--- src/rtl/branch_resolver.sv ---
// Decode-stage branch resolver with an optional 2-bit-counter history table.
// Define BRANCH_RESOLVER_BHT_EN to build the table; otherwise pred_taken is tied 0.
module branch_resolver #(
    parameter int DATA_W    = 32,
    parameter int PC_W      = 32,
    parameter int BHT_DEPTH = 64
) (
    input  logic              clk,
    input  logic              reset,
    input  logic [PC_W-1:0]   f_pc,
    output logic              pred_taken,
    input  logic              d_valid,
    input  logic [PC_W-1:0]   d_pc,
    input  logic [2:0]        d_op,
    input  logic [DATA_W-1:0] d_rs,
    input  logic [DATA_W-1:0] d_rt,
    input  logic              d_pred,
    input  logic              stall,
    output logic              is_branch,
    output logic              mispredict,
    output logic              mispredict_taken
);

    typedef enum logic [2:0] {
        OP_NONE = 3'b000,
        OP_BEQ  = 3'b001,
        OP_BNE  = 3'b010,
        OP_BLEZ = 3'b011,
        OP_BGTZ = 3'b100,
        OP_BLTZ = 3'b101,
        OP_BGEZ = 3'b110,
        OP_RSVD = 3'b111
    } brOp_t;

    brOp_t op;
    logic  br;
    logic  taken;
    logic  commit;
    logic  rsNeg;
    logic  rsZero;

    assign op     = brOp_t'(d_op);
    assign rsNeg  = d_rs[DATA_W-1];
    assign rsZero = (d_rs == '0);

    // NOTE: every variable gets a default before the case so no path leaves it unassigned (no latch).
    always_comb begin
        br    = 1'b0;
        taken = 1'b0;
        case (op)
            OP_BEQ:  begin br = d_valid; taken = (d_rs == d_rt); end
            OP_BNE:  begin br = d_valid; taken = (d_rs != d_rt); end
            OP_BLEZ: begin br = d_valid; taken = rsNeg || rsZero; end
            OP_BGTZ: begin br = d_valid; taken = !rsNeg && !rsZero; end
            OP_BLTZ: begin br = d_valid; taken = rsNeg; end
            OP_BGEZ: begin br = d_valid; taken = !rsNeg; end
            default: begin br = 1'b0;    taken = 1'b0; end
        endcase
    end

    assign is_branch = br && taken;
    assign commit    = br && !stall;

    // NOTE: sequential state uses non-blocking assignments so every flop samples pre-edge values.
    always_ff @(posedge clk or posedge reset) begin
        if (reset) begin
            mispredict       <= 1'b0;
            mispredict_taken <= 1'b0;
        end else begin
            mispredict <= commit && (is_branch != d_pred);
            if (commit) begin
                mispredict_taken <= is_branch;
            end
        end
    end

    // Only index bits feed the table; the rest of each PC is intentionally ignored.
    logic unusedPc;
    assign unusedPc = ^{f_pc, d_pc};

`ifdef BRANCH_RESOLVER_BHT_EN
    localparam int IDX_W = $clog2(BHT_DEPTH);

    typedef enum logic [1:0] {
        SN = 2'b00,
        WN = 2'b01,
        WT = 2'b10,
        ST = 2'b11
    } ctrState_t;

    ctrState_t        bht [BHT_DEPTH];
    ctrState_t        curCtr;
    ctrState_t        nextCtr;
    logic [IDX_W-1:0] fIdx;
    logic [IDX_W-1:0] dIdx;

    assign fIdx   = f_pc[IDX_W+1:2];
    assign dIdx   = d_pc[IDX_W+1:2];
    assign curCtr = bht[dIdx];

    // Read straight from the array: a same-cycle update is not bypassed to the lookup.
    assign pred_taken = (bht[fIdx] == WT) || (bht[fIdx] == ST);

    always_comb begin
        nextCtr = curCtr;
        case (curCtr)
            SN: nextCtr = is_branch ? WN : SN;
            WN: nextCtr = is_branch ? WT : SN;
            WT: nextCtr = is_branch ? ST : WN;
            ST: nextCtr = is_branch ? ST : WT;
            default: nextCtr = WN;
        endcase
    end

    // NOTE: the table is built from flops, so an async reset of every entry is legal here; a RAM macro could not do this.
    always_ff @(posedge clk or posedge reset) begin
        if (reset) begin
            for (int i = 0; i < BHT_DEPTH; i++) begin
                bht[i] <= WN;
            end
        end else if (commit) begin
            bht[dIdx] <= nextCtr;
        end
    end
`else
    // Table depth only matters when the table is built.
    localparam int unusedBhtDepth = BHT_DEPTH;

    assign pred_taken = 1'b0;
`endif

endmodule

--- config.mk ---
export PLATFORM = sky130hd
export DESIGN_NAME = branch_resolver
export DESIGN_NICKNAME = d
export VERILOG_FILES = /design/src/rtl/branch_resolver.sv
export SDC_FILE = /design/constraint.sdc
export NUM_CORES = 1
export LEC_CHECK = 0
export CORE_ASPECT_RATIO = 0.8
export CORE_UTILIZATION = 19
export CTS_BUF_LIST = sky130_fd_sc_hd__clkbuf_16
export CTS_CLUSTER_SIZE = 20
export DETAILED_ROUTE_END_ITERATION = 7
export PLACE_DENSITY = 0.81
export SKIP_LAST_GASP = 1
export SLEW_MARGIN = 20
export SYNTH_ARGS = -nofsm -noshare
export SYNTH_HDL_FRONTEND = slang
export SYNTH_SLANG_ARGS = --single-unit
--- constraint.sdc ---
create_clock -name clk -period 1.5 [get_ports clk]
set_input_delay 0.15 -clock clk [delete_from_list [all_inputs] [get_ports clk]]
set_output_delay 0.15 -clock clk [all_outputs]
set_load 0.02 [all_outputs]
# ---- Word level (Yosys, flattened, before mapping)
# Index checks and enable logic that the tools add are counted.
dict set report totals {
  word_cells 23
  reg_bits 2
  input_bits 136
}
dict set report classes {
  mux 2
  reduce_logical 10
  eq_ne 9
}
# op count
set ops {}
lappend ops {{== test 32 bit} 1}
lappend ops {{zero test 32 bit} 1}
lappend ops {{!= test 32 bit} 1}
lappend ops {{== test 3 bit (second input constant)} 3}
lappend ops {{== test 3 x 2 -> 1 bit (second input constant)} 2}
lappend ops {{one-hot mux 1 bit (6 select lines)} 1}
lappend ops {{OR reduction 6 bit} 1}
lappend ops {{logical AND 1 bit} 4}
lappend ops {{== test 3 x 1 -> 1 bit (second input constant)} 1}
lappend ops {{zero test 1 bit} 3}
lappend ops {{logical OR 1 bit} 1}
lappend ops {{2-to-1 mux 1 bit} 1}
lappend ops {{!= test 1 bit} 1}

# ---- Longest topological paths before layout
dict set report depth {
  depth_word 7
  depth_mapped 6
  ltp_nobuf 6
}

# ---- Worst setup path after synthesis
# No wires, ideal clock.
dict set report synth_timing {
  path_kind {input -> output}
  start {input d_rs[27]}
  end {output is_branch}
  setup_slack_ps -55
  t_arrival_ps 1405
  path_buffers 0
  cell_stages 5
  cell_sequence {nor4_1 -> nand4_1 -> o21ba_1 -> o311ai_4 -> o2111a_1}
}
dict set report synth_via {
  elab_chain_len 5
  elab_cells_between_ends 8
}
# element line
set synth_lines {}
lappend synth_lines {{start: declaration} 15} ;# input logic [DATA_W-1:0] d_rs,
lappend synth_lines {{zero test 32 bit} 44} ;# assign rsZero = (d_rs == '0);
lappend synth_lines {{zero test 1 bit} 54} ;# OP_BGTZ: begin br = d_valid; taken = !rsNeg && !rsZero; end
lappend synth_lines {{logical AND 1 bit} 54}
lappend synth_lines {{one-hot mux 1 bit (6 select lines) *} 50} ;# case (op)
lappend synth_lines {{logical AND 1 bit *} 61} ;# assign is_branch = br && taken;
lappend synth_lines {{end: declaration} 19} ;# output logic is_branch,
# Every way passes the cells marked *; elsewhere a longest branch is shown, timed or not.

# ---- Worst setup path after layout
dict set report layout_timing {
  start {input d_rs[12]}
  end {output is_branch}
}
# The elaborated chain is that of the path after synthesis.

==> impl_metrics.csv <==
group,metric,value,unit
setup_path,cpPeakStageDelay,0.25,ns
layout,area_delta_synth_final,179,%
clock_tree,cts.path.max_buffers,2,
logic_synthesis,ys_types,28,
layout,fin_util,0.558,
setup_path,rrSetupSlack,0.90,ns
sta,fmax,549,MHz
logic_synthesis,yosysSeqAreaShare,0.0721,
setup_path,cp_slowest_cell,"o31ai_1",
logic_synthesis,synth_edf_count,0,
sta,finalHoldViolCount,0,
logic_synthesis,async_flop_share,1.00,
logic_synthesis,syn_area,694,µm²
clock_tree,clk_pin_slew,0.03,ns
placed_design,dp_cells,220,
placed_design,port-buffer-count,74,
placed_design,dp_hpwl,2470,µm
routing,drc,0,
clock_tree,cts_made_buffers,3,
logic_synthesis,synth_top_cell_by_area,"xnor2_1",
layout,fillers,303,
routing,via_count,1058,
clock_tree,cts_root_buf,"clkbuf_16",
flow_run,max-cap-violations,0,
logic_synthesis,synth_warnings,0,
logic_synthesis,synthTopCellsByCount,"xnor2_1 (32), nor4_1 (11), nand4_1 (10)",
setup_path,path_cells,"clkdlybuf4s15_2, nor4_4, nand4_1, buf_4, o31ai_1, nand3_1, o2111a_2, buf_6",
routing,drt-pass1-iter-count,4,
routing,detail-route-antenna-nets,0,
layout,fin_cells,225,
sta,finalCritPeriodShare,1.21,
run_status,violations,"negative setup slack",
floorplanning,core.rowCount,19,
logic_synthesis,synth_flop_cell,"dfrtp_1",
clock_tree,clock_sinks,2,
placed_design,place_ws,-1.17,ns
global_route,grt_pass1_vias,1167,
global_route,grt_pass1_wl,5020,µm
floorplanning,coreArea,3470,µm²
global_route,grt_start_max_net_pins,10,
global_route,antenna_found_initial,0,
sta,fin_ws,-0.321,ns
setup_path,cp_max_fo,2,
floorplanning,start_util,0.200,
hold_path,min_path_type,"in -> async",
sta,min_period,1.82,ns
logic_synthesis,syn_inst,85,
pwr,vdd_ir_drop_max,0.449,mV
clock_tree,htree_levels,1,
logic_synthesis,ys_top_cells_by_area,"xnor2_1 (40%), nor4_1 (9.9%), nand4_1 (9.0%)",
routing,vias_per_cell,4.70,
global_route,grt_overflow_total,0,
pwr,p_total,943,µW
setup_path,worstSetupStartpointType,"input pin",
logic_synthesis,post-synth-top-count-cell,"xnor2_1",
logic_synthesis,yosysTopAreaCellShare,0.404,
routing,wirelength,3200,µm
clock_tree,hold_buffers,0,
logic_synthesis,synth-seq-cells,2,
pwr,p_leak,0.820,nW
floorplanning,die-area,3900,µm²
setup_path,crit_arrival,1.67,ns
layout,fin_nets,321,
logic_synthesis,synth_area_per_cell,8.17,µm²
layout,antenna_cells,0,
floorplanning,fp.dieW,69.6,µm
clock_tree,clk_latency,0.22,ns
global_route,grt_use_total,0.163,
sta,drv_slew,0,
setup_path,crit_type,"in -> out",
sta,finalSetupViolations,2,
logic_synthesis,syn_nets,221,
setup_path,cp-end-kind,"primary output",
setup_path,required,1.35,ns
layout,drive_gt1_frac,0.607,
floorplanning,boundaryPins,140,
floorplanning,die_h,56.1,µm
sta,skew,0,ns
routing,wire_per_inst,14.2,µm
placed_design,gp_congestion,0.826,
pwr,p_per_area,487,nW/µm²
routing,drt_iter0_drc,22,
run_status,outcome,"complete, but fails checks",
sta,grt_setup_unrepaired,"yes",
clock_tree,tritoncts,"built",
[registers in the layout, indices dropped and copies added, names as in the netlist]
name,cells
mispredict,1
mispredict_taken,1
[worst max-delay path: cells and delay by family]
family | cells | cell delay [ns]
AOI/OAI and AO/OA | 2 | 0.44
and+or+nand+nor | 3 | 0.55
buffers and inverters | 3 | 0.52
[cell type report]
class	count	area, µm²	area share
multi-input combinational	79	938	0.484
timing repair buffer	98	818	0.422
clock buffer	3	75.1	0.0387
tap	42	52.6	0.0271
sequential	2	50.0	0.0258
inverter	1	3.75	0.00194
[cell families (layout without fill, tap and decap cells)]
| group | count (synthesis) | count (layout) | synth area share |
|---|---|---|---|
| and+or+nand+nor | 36 | 36 | 0.332 |
| xor gates and xnor gates | 32 | 32 | 0.404 |
| AOI/OAI and AO/OA | 9 | 9 | 0.135 |
| buffers and inverters | 4 | 102 | 0.0378 |
| DFF | 2 | 2 | 0.0721 |
| other | 1 | 1 | 0.00540 |
| muxes | 1 | 1 | 0.0144 |
[per-stage QoR]
stage | setup TNS, ns | instance area [µm²] | hold slack, ns
floorplan | 0 | 696 | -0.109
global placement | -2.71 | 1630 | 0.309
detailed placement | -2.73 | 1630 | 0.317
CTS | -0.564 | 1860 | 0.0979
global route | -0.630 | 1940 | 0.118
finish | -0.467 | 1940 | 0.0979
[layer usage]
layer / up-vias / wire, µm / global-route usage / part of all wire
li1: 522 / - / - / -
met3: 6 / 164 / 0.0217 / 0.051
met2: 43 / 1720 / 0.316 / 0.54
met4: 0 / 51 / 0.0350 / 0.016
met1: 487 / 1260 / 0.189 / 0.39
met5: - / 0 / 0 / 0
[worst paths after layout]
kind | startpoint | to | cells past startpoint
worst max register to register | mispredict_taken$_DFFE_PP0P_ | mispredict_taken$_DFFE_PP0P_ | 2
max in group asynchronous | reset | mispredict_taken$_DFFE_PP0P_ | 2
worst min register to register | mispredict_taken$_DFFE_PP0P_ | mispredict_taken$_DFFE_PP0P_ | 2
worst min-delay path | reset | mispredict$_DFF_PP0_ | 2
worst max-delay path | d_rs[12] | is_branch | 8
min in group clk | mispredict_taken$_DFFE_PP0P_ | mispredict_taken$_DFFE_PP0P_ | 2
[power breakdown]
part | leakage, nW | switching [mW] | internal (mW) | total [mW]
clock | 0.0370 | 0.0540 | 0.339 | 0.393
combinational | 0.757 | 0.199 | 0.289 | 0.487
sequential | 0.0263 | 0.00268 | 0.0607 | 0.0634
total | 0.820 | 0.255 | 0.688 | 0.943
[timing repair]
action                                  in CTS  in global routing
buffers inserted                             3                  1
hold endpoints to repair                     0                  0
resized for setup                          210                 45
endpoints found under the setup margin       3                  3
pin swaps                                   55                 35
[cells in the final DEF (no fill, tap or decap), drive strengths merged, types with 2 or more instances in the layout]
master and n:
nor4 11, nor3b 2, clkbuf 13, nand2 3, nand4 10, clkdlybuf4s15 23, dfrtp 2, clkdlybuf4s50 9
nand3 2, dlygate4sd2 7, buf 49, o31ai 2, xnor2 32
Note: power is estimated with default switching activity, not from simulation.
